`config.mk`:
```
export PLATFORM = sky130hd
export DESIGN_NAME = wavegen_amp
export DESIGN_NICKNAME = d
export VERILOG_FILES = /design/src/rtl/wavegen_pkg.sv /design/src/rtl/wavegen_tick.sv /design/src/rtl/wavegen_amp.sv
export SDC_FILE = /design/constraint.sdc
export NUM_CORES = 1
export LEC_CHECK = 0
export BUFFER_PORTS_ARGS = -buffer_cell sky130_fd_sc_hd__buf_2
export CORE_MARGIN = 2
export CORE_UTILIZATION = 50
export DETAILED_ROUTE_END_ITERATION = 10
export PLACE_DENSITY = 0.65
export SYNTH_ARGS = -nofsm -noshare
export SYNTH_HDL_FRONTEND = slang
export SYNTH_HIERARCHICAL = 1
export SYNTH_SLANG_ARGS = --single-unit
export TNS_END_PERCENT = 50
```
`constraint.sdc`:
```
create_clock -name clk -period 7.3 [get_ports clk]
set_input_delay 0 -clock clk [delete_from_list [all_inputs] [get_ports clk]]
set_output_delay 0 -clock clk [all_outputs]
set_load 0.1 [all_outputs]
```
`src/rtl/wavegen_pkg.sv`:
```
// Shared definitions for the wave generator: shape codes, FSM encodings,
// default sample width and the flat-wave predicate.
package wavegen_pkg;

  localparam int DATA_W_DEF = 12;
  localparam int FULL_SCALE = (1 << DATA_W_DEF) - 1;

  typedef enum logic [1:0] {
    SHAPE_TRI = 2'd0,
    SHAPE_SAW = 2'd1,
    SHAPE_SQR = 2'd2,
    SHAPE_DC  = 2'd3
  } shape_e;

  typedef enum logic [1:0] {
    ST_IDLE = 2'd0,
    ST_RISE = 2'd1,
    ST_FALL = 2'd2,
    ST_DC   = 2'd3
  } state_e;

  // A wave with no excursion or no motion is just its mean level.
  function automatic logic dc_cond(shape_e shape, logic amp_zero, logic step_zero, logic flat);
    return amp_zero | step_zero | flat | (shape == SHAPE_DC);
  endfunction

endpackage

```
`src/rtl/wavegen_tick.sv`:
```
// Sample-rate divider: one tick every div+1 enabled cycles; en=0 or clr
// restarts the count.
module wavegen_tick #(
  parameter int DIV_W = 16
) (
  input  logic             clk,
  input  logic             rst,
  input  logic             en,
  input  logic             clr,
  input  logic [DIV_W-1:0] div,
  output logic             tick
);

  logic [DIV_W-1:0] cnt_q, cnt_d;

  always_comb begin
    tick  = en && (cnt_q == div);
    cnt_d = (!en || clr || tick) ? '0 : cnt_q + DIV_W'(1);
  end

  always_ff @(posedge clk) begin
    if (rst) cnt_q <= '0;
    else     cnt_q <= cnt_d;
  end

endmodule

```
`src/rtl/wavegen_amp.sv`:
```
// Test-signal source: triangle/saw/square/DC wave between clamped
// lo=mean-amp and hi=mean+amp, config applied only at period boundaries.
module wavegen_amp
  import wavegen_pkg::*;
#(
  parameter int DATA_W = DATA_W_DEF,
  parameter int STEP_W = 12,
  parameter int DIV_W  = 16
) (
  input  logic              clk,
  input  logic              rst,
  input  logic              en,
  input  logic              cfg_load,
  input  logic [DATA_W-1:0] cfg_amp,
  input  logic [DATA_W-1:0] cfg_mean,
  input  logic [1:0]        cfg_shape,
  input  logic [STEP_W-1:0] cfg_step,
  input  logic [DIV_W-1:0]  cfg_div,
  output logic [DATA_W-1:0] data_out,
  output logic              sample_stb,
  output logic              period_done,
  output logic              clipped
);

  localparam int SUM_W = ((DATA_W > STEP_W) ? DATA_W : STEP_W) + 1;

  logic [DATA_W-1:0] sh_amp_q, sh_amp_d, sh_mean_q, sh_mean_d;
  shape_e            sh_shape_q, sh_shape_d;
  logic [STEP_W-1:0] sh_step_q, sh_step_d;
  logic [DIV_W-1:0]  sh_div_q, sh_div_d;

  logic [DATA_W-1:0] ac_amp_q, ac_amp_d, ac_mean_q, ac_mean_d;
  logic [DATA_W-1:0] lo_q, lo_d, hi_q, hi_d;
  shape_e            ac_shape_q, ac_shape_d;
  logic [STEP_W-1:0] ac_step_q, ac_step_d;
  logic [DIV_W-1:0]  ac_div_q, ac_div_d;
  logic              clip_q, clip_d;

  state_e            state_q, state_d;
  logic [DATA_W-1:0] acc_q, acc_d, dout_q, dout_d;
  logic              stb_q, stb_d, pd_q, pd_d;

  logic              tick, saw_wrap, rise_hit, fall_hit, boundary, apply, div_clr;
  logic [DATA_W:0]   lo_raw, hi_raw;
  logic [DATA_W-1:0] n_lo, n_hi;
  logic              n_clip;
  logic [SUM_W-1:0]  acc_up;
  logic [DATA_W-1:0] e_amp, e_mean, e_lo, e_hi;
  shape_e            e_shape;
  logic [STEP_W-1:0] e_step;
  logic [DIV_W-1:0]  e_div;
  logic              e_dc;

  wavegen_tick #(.DIV_W(DIV_W)) u_tick (
    .clk  (clk),
    .rst  (rst),
    .en   (en),
    .clr  (div_clr),
    .div  (ac_div_q),
    .tick (tick)
  );

  // Shadow follows cfg_load combinationally so a load coinciding with a
  // boundary is the one that gets applied there.
  always_comb begin
    sh_amp_d   = sh_amp_q;
    sh_mean_d  = sh_mean_q;
    sh_shape_d = sh_shape_q;
    sh_step_d  = sh_step_q;
    sh_div_d   = sh_div_q;
    if (cfg_load) begin
      sh_amp_d   = cfg_amp;
      sh_mean_d  = cfg_mean;
      sh_shape_d = shape_e'(cfg_shape);
      sh_step_d  = cfg_step;
      sh_div_d   = cfg_div;
    end
  end

  // Both operands are below 2^DATA_W, so the extra MSB is the sign of
  // mean-amp and the carry of mean+amp.
  always_comb begin
    lo_raw = {1'b0, sh_mean_d} - {1'b0, sh_amp_d};
    hi_raw = {1'b0, sh_mean_d} + {1'b0, sh_amp_d};
    n_lo   = lo_raw[DATA_W] ? '0 : lo_raw[DATA_W-1:0];
    n_hi   = hi_raw[DATA_W] ? '1 : hi_raw[DATA_W-1:0];
    n_clip = lo_raw[DATA_W] | hi_raw[DATA_W];
  end

  always_comb begin
    acc_up   = SUM_W'(acc_q) + SUM_W'(ac_step_q);
    rise_hit = acc_up >= SUM_W'(hi_q);
    fall_hit = SUM_W'(acc_q) <= SUM_W'(lo_q) + SUM_W'(ac_step_q);
    saw_wrap = (state_q == ST_RISE) && (ac_shape_q == SHAPE_SAW) && (acc_q == hi_q);
    boundary = tick && (saw_wrap || ((state_q == ST_FALL) && fall_hit));
    apply    = boundary || (state_q == ST_IDLE) || (state_q == ST_DC);
    e_amp    = apply ? sh_amp_d   : ac_amp_q;
    e_mean   = apply ? sh_mean_d  : ac_mean_q;
    e_shape  = apply ? sh_shape_d : ac_shape_q;
    e_step   = apply ? sh_step_d  : ac_step_q;
    e_div    = apply ? sh_div_d   : ac_div_q;
    e_lo     = apply ? n_lo       : lo_q;
    e_hi     = apply ? n_hi       : hi_q;
    e_dc     = dc_cond(e_shape, e_amp == '0, e_step == '0, e_lo == e_hi);
    div_clr  = apply && (e_div != ac_div_q);
  end

  always_ff @(posedge clk) begin
    if (rst) state_q <= ST_IDLE;
    else     state_q <= state_d;
  end

  always_comb begin
    state_d = state_q;
    unique case (state_q)
      ST_IDLE: if (tick) state_d = e_dc ? ST_DC : ST_RISE;
      ST_RISE: if (tick) begin
        if (saw_wrap)                                state_d = e_dc ? ST_DC : ST_RISE;
        else if (rise_hit && ac_shape_q != SHAPE_SAW) state_d = ST_FALL;
      end
      ST_FALL: if (boundary) state_d = e_dc ? ST_DC : ST_RISE;
      ST_DC:   if (!e_dc)    state_d = ST_IDLE;
      default: state_d = ST_IDLE;
    endcase
  end

  always_comb begin
    ac_amp_d   = e_amp;
    ac_mean_d  = e_mean;
    ac_shape_d = e_shape;
    ac_step_d  = e_step;
    ac_div_d   = e_div;
    lo_d       = e_lo;
    hi_d       = e_hi;
    clip_d     = apply ? n_clip : clip_q;
    acc_d      = acc_q;
    dout_d     = dout_q;
    pd_d       = 1'b0;
    stb_d      = tick;
    if (tick) begin
      unique case (state_q)
        ST_IDLE: acc_d = e_lo;
        ST_RISE: begin
          if (saw_wrap) begin
            acc_d = e_lo;
            pd_d  = 1'b1;
          end else if (rise_hit) acc_d = hi_q;
          else                   acc_d = acc_up[DATA_W-1:0];
        end
        ST_FALL: begin
          if (fall_hit) begin
            acc_d = e_lo;
            pd_d  = 1'b1;
          end else acc_d = acc_q - DATA_W'(ac_step_q);
        end
        default: ;
      endcase
      // Square output only looks at which half the ramp is in.
      unique case (state_d)
        ST_RISE: dout_d = (e_shape == SHAPE_SQR) ? e_hi : acc_d;
        ST_FALL: dout_d = (e_shape == SHAPE_SQR) ? e_lo : acc_d;
        ST_DC:   dout_d = e_mean;
        default: ;
      endcase
    end
  end

  always_ff @(posedge clk) begin
    if (rst) begin
      sh_amp_q   <= '0;
      sh_mean_q  <= '0;
      sh_shape_q <= SHAPE_TRI;
      sh_step_q  <= STEP_W'(1);
      sh_div_q   <= '0;
      ac_amp_q   <= '0;
      ac_mean_q  <= '0;
      ac_shape_q <= SHAPE_TRI;
      ac_step_q  <= STEP_W'(1);
      ac_div_q   <= '0;
      lo_q       <= '0;
      hi_q       <= '0;
      clip_q     <= 1'b0;
      acc_q      <= '0;
      dout_q     <= '0;
      stb_q      <= 1'b0;
      pd_q       <= 1'b0;
    end else begin
      sh_amp_q   <= sh_amp_d;
      sh_mean_q  <= sh_mean_d;
      sh_shape_q <= sh_shape_d;
      sh_step_q  <= sh_step_d;
      sh_div_q   <= sh_div_d;
      ac_amp_q   <= ac_amp_d;
      ac_mean_q  <= ac_mean_d;
      ac_shape_q <= ac_shape_d;
      ac_step_q  <= ac_step_d;
      ac_div_q   <= ac_div_d;
      lo_q       <= lo_d;
      hi_q       <= hi_d;
      clip_q     <= clip_d;
      acc_q      <= acc_d;
      dout_q     <= dout_d;
      stb_q      <= stb_d;
      pd_q       <= pd_d;
    end
  end

  assign data_out    = dout_q;
  assign sample_stb  = stb_q;
  assign period_done = pd_q;
  assign clipped     = clip_q;

endmodule
```
Yosys cells after proc, flatten, opt, wreduce, memory -nomap -nowiden
Cells that the tools add are included.

storage, ports and cells
  register bits = 177
  bits of input ports = 58

cells by class
  add/sub/neg operators = 6
  order comparisons = 2
  equal/unequal tests = 14
  multiplexer cells = 32
  bitwise operators = 5
  reductions and logical operators = 20

operators with widths
  operator                 number
  $mux W12                 15
  $pmux W12 S3             2
  $add A12 B12 Y13         3
  $mux W16                 2
  $eq A12 B12 Y1           2
  $logic_not A12 Y1        2
  $mux W2                  9
  $add A16 B1 Y16 const B  1
  $eq A16 B16 Y1           1
  $ne A16 B16 Y1           1
  $ge A13 B12 Y1           1
  $le A12 B13 Y1           1
  $sub A12 B12 Y13         1
  $eq A2 B2 Y1 const B     6
  $sub A12 B12 Y12         1
  $pmux W2 S4              1
  $logic_and A1 B1 Y1      7
  $eq A2 B1 Y1 const B     3
  $logic_or A1 B1 Y1       5
  $or A1 B1 Y1             4
  $reduce_or A2 Y1         2
  $reduce_bool A3 Y1       1
  $logic_not A2 Y1         1
  $mux W1                  2
  5 further kinds          5

Logic depth before layout (Yosys ltp)
Gate-level depths: netlist of the first run.

  depth after elaboration = 19
  depth in mapped cells = 30
  gate-level depth less buffers = 27

Hierarchy
The synthesis of the first run kept the hierarchy.

by module, submodules not included
  module        instances  cells an instance  area an instance (um^2)  sequential area each (um^2)
  wavegen_amp   1          1,369              11,135.7                 3,223.1
  wavegen_tick  1          101                925.9                    320.3

Worst setup path before layout of the first run
No wires, ideal clock.

  path type = input to register
  start = in cfg_load
  end = reg dout_q[7], in the netlist data_out[7]
  library setup time = 0.123 ns
  data arrival time = 5.373 ns
  data required time = 7.177 ns
  path slack = 1.803 ns
  stages = 20
  path buffers = 5
  path through = clkbuf_1 clkbuf_1 clkbuf_1 clkbuf_1 mux2i_1 fa_1 o21bai_4 a211o_1 o2111a_1 o41a_1 nor4b_2 o31ai_1 a2111oi_4 a21oi_2 nor3_2 a21oi_2 or2_1 buf_6 o221ai_1 o22ai_1

between the ends
  longest elaborated chain between the ends = 14

ends and longest elaborated chain
  item                                                  line                                                        source
  start: declaration                                    wavegen_amp.sv:13                                           input logic cfg_load,
  $mux W12                                              wavegen_amp.sv:71                                           if (cfg_load) begin
  $sub A12 B12 Y13 or $add A12 B12 Y13 (tied branches)  wavegen_amp.sv:83, wavegen_amp.sv:84
  $mux W12, on equally long branches                    wavegen_amp.sv:85, wavegen_amp.sv:86
  $mux W12, on equally long branches                    wavegen_amp.sv:102, wavegen_amp.sv:103
  $eq A12 B12 Y1                                        wavegen_amp.sv:104                                          e_dc = dc_cond(e_shape, e_amp == '0, e_step == '0, e_lo == e_hi);
  $or A1 B1 Y1 (2 in series)                            wavegen_pkg.sv:24                                           return amp_zero | step_zero | flat | (shape == SHAPE_DC);
  $mux W2                                               wavegen_amp.sv:116, wavegen_amp.sv:118, wavegen_amp.sv:121
  $mux W2                                               wavegen_amp.sv:118                                          if (saw_wrap) state_d = e_dc ? ST_DC : ST_RISE;
  $mux W2                                               wavegen_amp.sv:117                                          ST_RISE: if (tick) begin
  $pmux W2 S4                                           wavegen_amp.sv:115                                          unique case (state_q)
  $eq A2 B2 Y1 or $eq A2 B1 Y1 (tied branches)          wavegen_amp.sv:159                                          unique case (state_d)
  $reduce_bool A3 Y1 (no source line)                   n/a
  $reduce_and A2 Y1 (no source line)                    n/a
  end signal: assignment                                wavegen_amp.sv:202                                          dout_q <= dout_d;
  end: declaration                                      wavegen_amp.sv:40                                           logic [DATA_W-1:0] acc_q, acc_d, dout_q, dout_d;

Several ways; a longest one is shown, not always the timed one.
A chain may end at the register's enable or synchronous reset.

Worst setup path in the final report of the first run
  start = reg ac_step_q[1]
  end = reg dout_q[2], in the netlist data_out[2]

between the ends
  longest elaborated chain between the ends = 19

ends and longest elaborated chain
  item                                          line                                                        source
  start: declaration                            wavegen_amp.sv:35                                           logic [STEP_W-1:0] ac_step_q, ac_step_d;
  start signal: assignment                      wavegen_amp.sv:196                                          ac_step_q <= ac_step_d;
  $add A12 B12 Y13                              wavegen_amp.sv:93                                           fall_hit = SUM_W'(acc_q) <= SUM_W'(lo_q) + SUM_W'(ac_step_q);
  $le A12 B13 Y1                                wavegen_amp.sv:93
  $logic_and A1 B1 Y1                           wavegen_amp.sv:95                                           boundary = tick && (saw_wrap || ((state_q == ST_FALL) && fall_hit));
  $logic_or A1 B1 Y1                            wavegen_amp.sv:95
  $logic_and A1 B1 Y1                           wavegen_amp.sv:95
  $logic_or A1 B1 Y1 (2 in series)              wavegen_amp.sv:96                                           apply = boundary || (state_q == ST_IDLE) || (state_q == ST_DC);
  $mux W12, on equally long branches            wavegen_amp.sv:97, wavegen_amp.sv:100
  $logic_not A12 Y1                             wavegen_amp.sv:104
  $or A1 B1 Y1 (3 in series)                    wavegen_pkg.sv:24
  $mux W2                                       wavegen_amp.sv:116, wavegen_amp.sv:118, wavegen_amp.sv:121
  $mux W2                                       wavegen_amp.sv:118
  $mux W2                                       wavegen_amp.sv:117
  $pmux W2 S4                                   wavegen_amp.sv:115
  $eq A2 B2 Y1 or $eq A2 B1 Y1 (tied branches)  wavegen_amp.sv:159
  $reduce_bool A3 Y1 (no source line)           n/a
  $reduce_and A2 Y1 (no source line)            n/a

Several ways; a longest one is shown, not always the timed one.

==> results of run 1 <==
[critical path, stage by stage (launching register included)]
cell and delay (ps):
dfxtp_1 460, ha_1 290, a21o_1 170, a21oi_1 240, o21bai_1 100, a21oi_1 230, nor2b_1 70, o21a_1 180
o21ai_0 140, nand2b_1 80, a21oi_1 210, o21bai_1 80, a21oi_1 170, xor2_1 170, ha_1 270, nand3_1 110
nor4_1 60, or3_1 330, a211o_1 290, o21ba_2 250, nor2_1 730, a221oi_2 170, a21o_2 250, nor3_2 180
a21oi_2 210, or2_1 430, a211o_1 320, a31oi_1 150
[what timing repair did]
item | 4_1_cts | 5_1_grt
endpoints found under the setup margin | 0 | 0
hold buffers | 46 | 0
hold endpoints to repair | 47 | 0
[per-stage QoR]
stage | utilization [%] | setup WS (ps) | total power (uW)
final | 57.8 | 893 | 4430
after global routing | 57.8 | 348 | 4710
after CTS | 57.8 | 901 | 4400
after detailed placement | 53.4 | 947 | 3460
after global placement | 53.4 | 1110 | 3450
after floorplan | - | 1800 | 2900
[layer usage]
layer | GRT usage (%) | vias to the layer above | part of all wire (%) | wire [um]
met5 | 0 | - | 0 | 0
met4 | 8.18 | 0 | 2.2 | 781
met3 | 4.48 | 52 | 6.2 | 2230
met2 | 46.6 | 365 | 47 | 16900
met1 | 38.4 | 5184 | 45 | 16400
li1 | - | 5352 | - | -
[cell type report]
cell class / count / area, um2
Clock inverter: 15 / 168
Multi-Input combinational cell: 1133 / 7870
Tap cell: 319 / 399
Fill cell: 2242 / 9920
Sequential cell: 177 / 3540
Clock buffer: 17 / 425
Timing Repair Buffer: 130 / 916
Inverter: 80 / 300
[logic make-up after synthesis]
logic type	Yosys count	synth area share [%]
compound gates	343	19.8
xor+xnor	117	8.50
fa+ha+maj	93	9.96
buf+inv	160	5.43
flops	177	29.4
mux	90	7.53
simple gates	490	19.4
[Yosys cell counts, types with 6 or more instances]
cell type and n:
nor3_2 10, clkbuf_1 52, nor2b_1 16, nand3_1 17, o22ai_1 10, a21o_1 13, inv_1 79, or3_1 6
and2_1 11, o21a_1 11, o211ai_1 13, nor4_1 20, a31oi_1 13, nand4_1 17, and3_1 14, buf_1 9
buf_2 13, a211oi_1 54, nor2_1 234, a21oi_1 71, dfxtp_1 177, ha_1 88, mux2_2 6, o21ai_0 62
o221ai_1 9, mux2i_1 84, nand2b_1 22, nand2_1 68, a211o_1 6, xnor2_1 70, o21bai_1 12, nor3_1 32
xor2_1 47
[flip-flops by register name (all words and copies together), names as in the netlist]
signal,cells
period_done,1
ac_amp_q,12
data_out,12
ac_shape_q,2
state_q,2
sample_stb,1
ac_mean_q,12
ac_div_q,16
ac_step_q,12
sh_div_q,16
sh_shape_q,2
u_tick/cnt_q,16
hi_q,12
acc_q,12
sh_amp_q,12
clipped,1
sh_step_q,12
sh_mean_q,12
lo_q,12
[worst min path at each step]
stage	start	end	slack [ps]	depth (start not counted)
final	cfg_amp[3]	sh_amp_q[3]$_SDFF_PP0_	0.5	3
after global placement	cfg_step[10]	sh_step_q[10]$_SDFF_PP0_	300	3
after detailed placement	cfg_step[10]	sh_step_q[10]$_SDFF_PP0_	300	3
after CTS	cfg_mean[11]	sh_mean_q[11]$_SDFF_PP0_	5	3
after floorplan	cfg_step[0]	sh_step_q[0]$_SDFF_PP1_	150	2
after global routing	cfg_mean[2]	sh_mean_q[2]$_SDFF_PP0_	30	3
[power breakdown]
group / leakage (uW) / switching [uW] / internal (uW) / total (uW)
Clock: 0.000283 / 458 / 459 / 916
Combinational: 0.00422 / 1340 / 848 / 2180
Sequential: 0.00145 / 206 / 1130 / 1330
==> flow_metrics.env, run 1 <==
export IMPL_synth_edf_count=0
export IMPL_port_buffers=72
export IMPL_r2r_cells=27
export IMPL_synth_ff_type="dfxtp_1"
export IMPL_dr_first_iter_drc_count=926
export IMPL_htree_levels=4
export IMPL_syn_area_mm2=0.0121
export IMPL_die_x_um=159
export IMPL_synthCells=1470
export IMPL_status="completed"
export IMPL_drc_errors=0
export IMPL_die_h_um=159
export IMPL_finalSetupTns_ps=0
export IMPL_grt_max_degree=87
export IMPL_end_kind="flop"
export IMPL_crit_start="ac_step_q[1]$_SDFF_PP0_"
export IMPL_track_usage_pct=28.3
export IMPL_finClkSkew_ps=17.4
export IMPL_synth_nets=1621
export IMPL_r2r_slack_ps=890
export IMPL_finalHoldWorstSlack_ps=0.537
export IMPL_timing_rr_start="ac_step_q[1]$_SDFF_PP0_"
export IMPL_syn_area_per_cell_um2=8.21
export IMPL_dieArea_mm2=0.0254
export IMPL_grt_overflow=0
export IMPL_clk_pin_slew_ps=80
export IMPL_grt_antenna_before_repair=0
export IMPL_fin_nets=1690
export IMPL_hpwl_mm=27.2
export IMPL_via_count=11000
export IMPL_cts_buffers=17
export IMPL_areaGrowthSynthToFinish_pct=12.9
export IMPL_row_count=56
export IMPL_setup_viol=0
export IMPL_fmax_ghz=0.156
export IMPL_layout_common_cells="234 x nor2_1, 177 x dfxtp_1, 88 x ha_1"
export IMPL_powerDensity_mw_per_mm2=326
export IMPL_clk_latency_ps=450
export IMPL_grt_pass1_vias=10300
export IMPL_cp_data_required_time_ps=7680
export IMPL_crit_path_end="data_out[2]$_SDFFE_PP0P_"
export IMPL_start_util_pct=51.2
export IMPL_yosysTopAreaCellShare_pct=29.4
export IMPL_tritoncts="yes"
export IMPL_r2r_end="data_out[2]$_SDFFE_PP0P_"
export IMPL_pin_count=73
export IMPL_crit_fanout=13
export IMPL_coreArea_mm2=0.0235
export IMPL_slew_violations=0
export IMPL_ys_top_cells_by_area="dfxtp_1 29%, ha_1 9.1%, nor2_1 7.3%, mux2i_1 7.0%, xnor2_1 5.1%"
export IMPL_dr_pass1_iters=5
export IMPL_layout_commonest_cell="nor2_1"
export IMPL_dp_cells=1793
export IMPL_cts_resized=0
export IMPL_cts_max_path_buffers=2
export IMPL_ant_nets=0
export IMPL_placed_area_mm2=0.0126
export IMPL_worstSetupStartpointType="flop"
export IMPL_wl_per_cell_um=19.4
export IMPL_vdd_ir_drop_max_v=0.000197
export IMPL_yosysTopAreaCell="dfxtp_1"
export IMPL_layout_drive_gt1_share_pct=9.92
export IMPL_yosys_cell_types_count=86
export IMPL_wirelength_mm=36.3
export IMPL_slew_headroom_pct=37.7
export IMPL_leakagePower_uw=0.00595
export IMPL_maxCapViolCount=0
export IMPL_diodes=0
export IMPL_fin_crit_sh_pct=87.8
export IMPL_post_cts_buffers=0
export IMPL_avgViaCountPerCell=5.85
export IMPL_gp_congestion=0.989
export IMPL_path_class="reg2reg"
export IMPL_cts_sinks=177
export IMPL_grt_pass1_wl_mm=57.2
export IMPL_final_cells=1871
export IMPL_synthArstFlopShare_pct=0
export IMPL_synth_seq_cells=177
export IMPL_ys_seq_area_share_pct=29.4
export IMPL_finalCriticalPeriod_ps=6410
export IMPL_yosys_warnings=6
export IMPL_rsz0062_at_grt="no"
export IMPL_post_route_cell_area_mm2=0.0136
export IMPL_worst_slew_pin_slew_ps=931
export IMPL_min_path_type="in2reg"
export IMPL_crit_arrival_ps=6780
export IMPL_clock_root_buffer="clkbuf_16"
export IMPL_finalHoldViolCount=0
Power figures use the tool's default switching activity.
==> run 2, diff against run 1 <==
--- a/config.mk
+++ b/config.mk
@@ -10,6 +10,7 @@
 export CORE_UTILIZATION = 50
 export DETAILED_ROUTE_END_ITERATION = 10
 export PLACE_DENSITY = 0.65
+export REMOVE_ABC_BUFFERS = 1
 export SYNTH_ARGS = -nofsm -noshare
 export SYNTH_HDL_FRONTEND = slang
 export SYNTH_HIERARCHICAL = 1
==> flow_metrics.env, run 2 (synthesis results as in run 1) <==
export IMPL_ctsHoldBuffers=53
export IMPL_pin_count=73
export IMPL_dr_first_iter_drc_count=1012
export IMPL_via_count=11000
export IMPL_cts_max_path_buffers=2
export IMPL_grt_overflow=0
export IMPL_die_x_um=159
export IMPL_row_count=56
export IMPL_grt_max_degree=90
export IMPL_diodes=0
export IMPL_sw_frac_of_total_pct=45.2
export IMPL_finClkSkew_ps=16.7
export IMPL_leakagePower_uw=0.00601
export IMPL_cp_data_required_time_ps=7620
export IMPL_rsz0062_at_grt="no"
export IMPL_pwr_share_seq_pct=29.6
export IMPL_powerDensity_mw_per_mm2=325
export IMPL_layout_drive_gt1_share_pct=10.0
export IMPL_crit_fanout=89
export IMPL_timing_rr_start="ac_step_q[1]$_SDFF_PP0_"
export IMPL_post_cts_buffers=0
export IMPL_avgViaCountPerCell=5.84
export IMPL_cts_sinks=177
export IMPL_min_path_cells=3
export IMPL_htree_levels=4
export IMPL_min_path_type="in2reg"
export IMPL_wl_per_cell_um=19.0
export IMPL_use_met3_pct=4.56
export IMPL_r2r_slack_ps=920
export IMPL_hold_path_endpoint="sh_amp_q[1]$_SDFF_PP0_"
export IMPL_reg_top3="ac_div_q: 16 flops, sh_div_q: 16 flops, u_tick/cnt_q: 16 flops"
export IMPL_fmax_ghz=0.157
export IMPL_status="completed"
export IMPL_wirelength_mm=35.6
export IMPL_slowest_stage="buf_4"
export IMPL_grt_pass1_vias=10400
export IMPL_finalHoldViolCount=0
export IMPL_p_int_uw=2450
export IMPL_setup_ws_ps=924
export IMPL_r2r_end="data_out[8]$_SDFFE_PP0P_"
export IMPL_layout_commonest_cell="nor2_1"
export IMPL_final_fill_count=2204
export IMPL_final_util_pct=58.4
export IMPL_cts_resized=0
export IMPL_ant_nets=0
export IMPL_use_met1_pct=37.3
export IMPL_coreArea_mm2=0.0235
export IMPL_slew_violations=0
export IMPL_drc_errors=0
export IMPL_slew_headroom_pct=41.0
export IMPL_pwr_share_comb_pct=49.2
export IMPL_max_stage_delay_ps=480
export IMPL_maxCapViolCount=0
export IMPL_grt_pass1_wl_mm=56.4
export IMPL_path_class="reg2reg"
export IMPL_clk_pin_slew_ps=80
export IMPL_setup_viol=0
export IMPL_worst_slew_pin_slew_ps=885
export IMPL_port_buffers=72
export IMPL_path_buf_inv=2
export IMPL_dieArea_mm2=0.0254
export IMPL_crit_family="compound AO/OA/AOI/OAI gates"
export IMPL_gp_congestion=0.979
export IMPL_layout_common_cells="234 x nor2_1, 177 x dfxtp_1, 88 x ha_1"
export IMPL_power_switching_uw=2020
export IMPL_fin_crit_sh_pct=87.3
export IMPL_grtUsageMet2_pct=45.4
export IMPL_cts_buffers=17
export IMPL_end_kind="flop"
export IMPL_r2r_cells=28
export IMPL_place_ws_ps=966
export IMPL_worstSetupStartpointType="flop"
export IMPL_track_usage_pct=27.9
export IMPL_clock_root_buffer="clkbuf_16"
export IMPL_die_h_um=159
export IMPL_start_util_pct=51.2
export IMPL_finalCriticalPeriod_ps=6380
export IMPL_vdd_ir_drop_max_v=0.000222
export IMPL_dr_pass1_iters=8
export IMPL_hpwl_mm=26.8
export IMPL_grt_antenna_before_repair=0
export IMPL_crit_arrival_ps=6700
export IMPL_areaGrowthSynthToFinish_pct=13.9
export IMPL_gr_max_usage_layer="met2"
export IMPL_cpMostUsedCell="a21oi_1"
export IMPL_clk_latency_ps=450
export IMPL_tritoncts="yes"
export IMPL_clkPwrFrac_pct=21.3
export IMPL_hp_start="cfg_amp[1]"
export IMPL_fin_nets=1698
-- run 2: cell count changes in the layout (fill, tap and decap cells not counted), sizes merged --
cell and delta:
buf +1, clkinv +1, clkinvlp -1, dlygate4sd3 +7
-- run 2: metrics by stage --
stage	setup TNS, ps	hold slack (ps)	instances	area [um2]	power [uW]
after floorplan	-6340	66.7	1390	11700	2870
after global placement	0	272	1794	12600	3440
after detailed placement	0	283	1794	12600	3470
after CTS	0	89.0	1879	13700	4450
after global routing	0	151	1879	13700	4760
final	0	113	1879	13700	4470
-- run 2: cell type report --
type | instances | area, um2 | share of cell area, %
Clock buffer | 17 | 425 | 3.10
Clock inverter | 15 | 208 | 1.51
Inverter | 80 | 300 | 2.19
Multi-Input combinational cell | 1133 | 7870 | 57.3
Sequential cell | 177 | 3540 | 25.8
Tap cell | 319 | 399 | 2.90
Timing Repair Buffer | 138 | 993 | 7.23
-- run 2: worst max-delay path by stage --
stage                                  startpoint                       end  slack (ps)  cells past startpoint
after CTS                 ac_step_q[1]$_SDFF_PP0_  data_out[8]$_SDFFE_PP0P_         920                     28
after detailed placement  ac_step_q[1]$_SDFF_PP0_  data_out[8]$_SDFFE_PP0P_         970                     28
final                     ac_step_q[1]$_SDFF_PP0_  data_out[8]$_SDFFE_PP0P_         920                     28
after global placement    ac_step_q[1]$_SDFF_PP0_  data_out[8]$_SDFFE_PP0P_        1040                     28
after global routing      ac_step_q[1]$_SDFF_PP0_  data_out[5]$_SDFFE_PP0P_         250                     28
after floorplan           ac_step_q[1]$_SDFF_PP0_  data_out[1]$_SDFFE_PP0P_        -620                     27
-- run 2: power by group through the flow --
stage | clock (uW) | sequential [uW] | combinational, uW
CTS | 965 | 1320 | 2160
detailed placement | 0 | 1340 | 2130
global route | 1010 | 1340 | 2410
floorplan | 0 | 1290 | 1580
global placement | 0 | 1330 | 2110
finish | 950 | 1320 | 2200
-- run 2: worst reg2reg max path: cells and delay by family, from the launching register on --
kind	cells	cell delay, ps
compound gates	15	2710
fa+ha+maj	2	550
buf+inv	2	740
flops	1	460
simple gates	8	1640
xor+xnor	1	190
-- run 2: layer usage --
metal / part of all wire (%) / wire length (um)
met1: 44 / 15800
met5: 0 / 0
met2: 46 / 16300
met4: 3.4 / 1210
met3: 6.5 / 2300
